$ cat src/rtl/shift_reg_piso_gen.sv
// Parametrised PISO shifter: load handshake, shift enable, bit counter and done pulse.
// Optional trailing even-parity bit when SHIFT_PARITY_EN is defined.
module shift_reg_piso_gen #(
  parameter int unsigned WIDTH      = 8,
  parameter bit          MSB_FIRST  = 1'b1,
  parameter bit          IDLE_LEVEL = 1'b0
) (
  input  logic             clk,
  input  logic             reset,
  input  logic             sdi,
  input  logic             load_valid,
  output logic             load_ready,
  input  logic [WIDTH-1:0] d,
  input  logic             shift_en,
  output logic             sdo,
  output logic             busy,
  output logic             done,
  output logic [WIDTH-1:0] q
);

  localparam int unsigned CW = (WIDTH > 1) ? $clog2(WIDTH) : 1;

`ifdef SHIFT_PARITY_EN
  typedef enum logic [1:0] {IDLE, SHIFT, PARITY} state_t;
  logic par;
`else
  typedef enum logic {IDLE, SHIFT} state_t;
`endif

  state_t          state;
  logic [WIDTH-1:0] shreg;
  logic [CW-1:0]    cnt;
  logic             last_edge;

  assign last_edge = (state == SHIFT) && (cnt == '0) && shift_en;
  assign busy      = (state != IDLE);
  assign q         = shreg;

  always_comb begin
    load_ready = 1'b0;
    if (!reset) begin
      case (state)
        IDLE:    load_ready = 1'b1;
`ifdef SHIFT_PARITY_EN
        PARITY:  load_ready = shift_en;
`else
        SHIFT:   load_ready = last_edge;
`endif
        default: load_ready = 1'b0;
      endcase
    end
  end

  always_comb begin
    sdo = IDLE_LEVEL;
    case (state)
      SHIFT:   sdo = MSB_FIRST ? shreg[WIDTH-1] : shreg[0];
`ifdef SHIFT_PARITY_EN
      PARITY:  sdo = par;
`endif
      default: sdo = IDLE_LEVEL;
    endcase
  end

  always_ff @(posedge clk) begin
    if (reset) begin
      state <= IDLE;
      shreg <= '0;
      cnt   <= '0;
      done  <= 1'b0;
`ifdef SHIFT_PARITY_EN
      par   <= 1'b0;
`endif
    end else begin
      done <= 1'b0;
      case (state)
        IDLE: begin
          if (load_valid) begin
            shreg <= d;
            cnt   <= CW'(WIDTH - 1);
            state <= SHIFT;
`ifdef SHIFT_PARITY_EN
            par   <= ^d;
`endif
          end
        end
        SHIFT: begin
          if (shift_en) begin
            shreg <= MSB_FIRST ? {shreg[WIDTH-2:0], sdi} : {sdi, shreg[WIDTH-1:1]};
            if (cnt == '0) begin
`ifdef SHIFT_PARITY_EN
              state <= PARITY;
`else
              // Final bit: a waiting word overrides the shift so streaming has no gap.
              done <= 1'b1;
              if (load_valid) begin
                shreg <= d;
                cnt   <= CW'(WIDTH - 1);
              end else begin
                state <= IDLE;
              end
`endif
            end else begin
              cnt <= cnt - 1'b1;
            end
          end
        end
`ifdef SHIFT_PARITY_EN
        PARITY: begin
          if (shift_en) begin
            done <= 1'b1;
            if (load_valid) begin
              shreg <= d;
              cnt   <= CW'(WIDTH - 1);
              par   <= ^d;
              state <= SHIFT;
            end else begin
              state <= IDLE;
            end
          end
        end
`endif
        default: state <= IDLE;
      endcase
    end
  end

endmodule
$ cat config.mk
export PLATFORM = sky130hd
export DESIGN_NAME = shift_reg_piso_gen
export DESIGN_NICKNAME = d
export VERILOG_FILES = /design/src/rtl/shift_reg_piso_gen.sv
export SDC_FILE = /design/constraint.sdc
export NUM_CORES = 1
export LEC_CHECK = 0
export CAP_MARGIN = 40
export CORE_ASPECT_RATIO = 0.9
export CORE_UTILIZATION = 38
export CTS_CLUSTER_SIZE = 16
export DETAILED_ROUTE_END_ITERATION = 10
export PLACE_DENSITY = 0.73
export RECOVER_POWER = 50
export REMOVE_ABC_BUFFERS = 1
export SKIP_LAST_GASP = 1
export SLEW_MARGIN = 20
export SYNTH_ARGS = -nofsm -noshare
export SYNTH_HDL_FRONTEND = slang
export SYNTH_SLANG_ARGS = --single-unit
$ cat constraint.sdc
create_clock -name clk -period 1.53 [get_ports clk]
set_input_delay 0.3825 -clock clk [delete_from_list [all_inputs] [get_ports clk]]
set_output_delay 0.3825 -clock clk [all_outputs]
set_load 0.01 [all_outputs]
==> impl_metrics.tcl <==
set metrics [dict create \
    finalHoldViolCount 0 \
    syn_to_final_growth_pct 62.2 \
    synth_adder_area_share 0.0366 \
    power_report.internal_total_uw 661 \
    setup_tns_ns -0.108 \
    largest_net_degree_at_the_start_of_global_routing 17 \
    multiInputGateArea_um2 432 \
    peakVddDrop_mv 0.618 \
    worst_ep_required_time_ns 1.15 \
    synthSimpleGateAreaFrac 0.128 \
    route.vias.total 664 \
    htree_num_levels 1 \
    io_pins 25 \
    final.period_utilization 1.07 \
    start_util 0.407 \
    place_congestion 0.719 \
    die_height_um 42.3 \
    globalRouteOverflowTotal 0 \
    synth-compound-area-share 0.274 \
    count_of_filler_cells_inserted_in_the_layout 145 \
    setup.worst_path.end "load_ready" \
    wl_per_cell_um 11.7 \
    worst_hold_path_type "register to register" \
    critical_path_peak_fanout 3 \
    row_count 14 \
    clock_power_share 0.218 \
    sequentialPowerShare 0.424 \
    violated_checks "setup timing" \
    timing.fmax_mhz 610 \
    sequential_cell_area_um2 263 \
    clock_pin_slew_reported_for_the_worst_setup_and_hold_paths_after_clock_tree_synthesis_ns 0.08 \
    dominant_combinational_cell_family_by_area_after_synthesis "compound AO/OA/AOI/OAI gates" \
    ff2ff_path_depth 8 \
    clock-root-buffer "sky130_fd_sc_hd__clkbuf_4" \
    yosysWarningCount 0 \
    rsz_0062_raised_after_global_routing "yes" \
    sw_frac_of_total 0.297 \
    multiplexer_area_fraction_after_synthesis 0.132 \
    detailedPlacementHpwl_um 1150 \
    ys_ff_latch 13 \
    global_route.usage.total 0.176 \
    grt_pass1_vias 603 \
    die-area_um2 1980 \
    clock_tree.buffer_depth 2 \
    timing_worst_setup_path_type "register to primary output" \
    power_leakage_uw 0.000500 \
    run_status "finished, violations left" \
    final_max_slew_violation_count 0 \
    antenna_found_initial 0 \
    report.final.setup_viol 1 \
    part_of_the_power_in_combinational_logic 0.358 \
    drive_above_1_share 0.336 \
    worst_r2r_endpoint "q[2]" \
    portBuffers 24 \
    die_width_um 46.7 \
    hold_path_depth 1 \
    clock_latency_ns 0.27 \
    drt_pre_antenna_iters 4 \
    synth_area_per_cell_um2 9.92 \
    max_slew.worst_pin.slew_ns 0.233 \
    post_synthesis_cell_type_count 21 \
    max-cap-violations 0 \
    synth_xor_area_frac 0 \
    diodes 0 \
    critical_path_arrival_ns 1.26 \
    remaining_drc_errors 0 \
    hold_buffers 0 \
    worstSetupStartpoint "cnt[0]" \
    syn_area_um2 684 \
    preCtsSetupSlack_ns -0.576 \
    critPathLaunchType "register" \
    cts_buffers 3 \
    crit_path_end_kind "primary output" \
    relSlewSlack 0.845 \
    utilization 0.660 \
    cts_num_sinks 13 \
    r2r_slack_ns 0.05 \
    wire_length_of_the_first_global_routing_pass_um 2560 \
    core_area_um2 1680 \
    power.net_switching_uw 280 \
    nets 123 \
    drt-total-wl_um 1540 \
    synth-seq-area-share 0.380 \
    power_density_nw_per_um2 848 \
    dr.first_iter.drc_count 13 \
    fin_crit_ns 1.64 \
    r2r_start "cnt[0]" \
    synth_cells 69 \
    cts_tree "built" \
    detail-route-antenna-nets 0 \
    largest_clock_skew_in_the_final_design_ns 0.00547 \
    route.detailed.vias_per_inst 5.07 \
    worst_setup_slack_after_layout_ns -0.108 \
]
==> worst max-delay path, cell delays in order, from the launching register on <==
cell and delay, ns:
sky130_fd_sc_hd__dfxtp_2 0.34, sky130_fd_sc_hd__inv_2 0.07, sky130_fd_sc_hd__ha_4 0.14, sky130_fd_sc_hd__nand2b_4 0.05, sky130_fd_sc_hd__o21a_1 0.18, sky130_fd_sc_hd__nor2_1 0.08, sky130_fd_sc_hd__buf_2 0.13
==> power groups by stage <==
stage	Clock, µW	Sequential, µW	Combinational, µW
2_1_floorplan	0	415	143
3_5_place_dp	0	403	335
6_report	205	399	337
3_3_place_gp	0	401	327
4_1_cts	215	396	324
5_1_grt	232	404	370
==> metal layers <==
metal / vias to the layer above / share of wire / track usage
met5: - / 0 / 0
met4: 0 / 0.0091 / 0.0686
met3: 2 / 0.067 / 0.0388
met2: 27 / 0.51 / 0.297
met1: 312 / 0.42 / 0.210
li1: 323 / - / -
==> registers in the layout, indices dropped and copies added (netlist names) <==
register  cells
cnt           3
busy          1
done          1
q             8
==> synth_stat cells <==
cell | count | area [µm²]
sky130_fd_sc_hd__nor2_1 | 12 | 45.0
sky130_fd_sc_hd__o21ai_4 | 1 | 16.3
sky130_fd_sc_hd__ha_1 | 2 | 25.0
sky130_fd_sc_hd__o21a_1 | 2 | 15.0
sky130_fd_sc_hd__nand2b_4 | 1 | 13.8
sky130_fd_sc_hd__mux2i_1 | 9 | 90.1
sky130_fd_sc_hd__buf_4 | 2 | 15.0
sky130_fd_sc_hd__a41oi_1 | 1 | 8.76
sky130_fd_sc_hd__o21ai_2 | 1 | 8.76
sky130_fd_sc_hd__a21oi_1 | 2 | 10.0
sky130_fd_sc_hd__nand3_1 | 1 | 5.00
sky130_fd_sc_hd__buf_1 | 1 | 3.75
sky130_fd_sc_hd__a221oi_1 | 1 | 8.76
sky130_fd_sc_hd__and2_1 | 1 | 6.26
sky130_fd_sc_hd__dfxtp_1 | 13 | 260
sky130_fd_sc_hd__o211a_1 | 1 | 10.0
sky130_fd_sc_hd__inv_1 | 4 | 15.0
sky130_fd_sc_hd__nand2_1 | 2 | 7.51
sky130_fd_sc_hd__nor3_1 | 2 | 10.0
sky130_fd_sc_hd__o21ai_0 | 2 | 10.0
sky130_fd_sc_hd__a211oi_2 | 8 | 100
==> timing repair <==
item	in CTS	in global routing
gates resized for setup	22	5
endpoints found under the hold margin	0	0
pin swaps	3	2
buffers inserted	0	0
cloned	0	0
endpoints found under the setup margin	19	5
==> cells by family (layout without fill, tap and decap cells) <==
group,Yosys count,count (layout)
AND/OR/NAND/NOR,19,19
AO/OA/AOI/OAI,19,19
flip-flops,13,13
multiplexers,9,9
adder cells (fa/ha/maj),2,2
buffers and inverters,7,45
==> metrics by stage <==
step | cell area [µm²] | hold slack, ns | total power, µW | std cells
2_1_floorplan | 666 | 0.440 | 558 | 66
3_3_place_gp | 1060 | 0.447 | 728 | 127
3_5_place_dp | 1060 | 0.472 | 738 | 127
4_1_cts | 1080 | 0.489 | 936 | 131
5_1_grt | 1110 | 0.502 | 1010 | 131
6_report | 1110 | 0.479 | 941 | 131
==> cell type report <==
cell class                      count  share of cell area
Clock buffer                        4              0.0237
Inverter                            4              0.0135
Multi-Input combinational cell     49               0.389
Sequential cell                    13               0.237
Tap cell                           24              0.0271
Timing Repair Buffer               37               0.310
==> placed cells by master (no fill, tap or decap), drive strengths merged, types with 2 or more instances in the layout <==
master	n
nor2	12
o21a	2
o21ai	4
ha	2
nand2	2
dlygate4sd2	11
a21oi	2
buf	14
clkbuf	4
inv	4
a211oi	8
clkdlybuf4s50	12
dfxtp	13
nor3	2
mux2i	9
==> worst min path at each step <==
stage               startpoint     end  slack (ns)
detailed placement      cnt[1]  cnt[1]        0.47
global placement        cnt[1]  cnt[1]        0.45
finish                  cnt[1]  cnt[1]        0.48
global route            cnt[1]  cnt[1]        0.50
CTS                     cnt[1]  cnt[1]        0.49
floorplan               cnt[1]  cnt[1]        0.44
(Power assumes the default switching activity.)
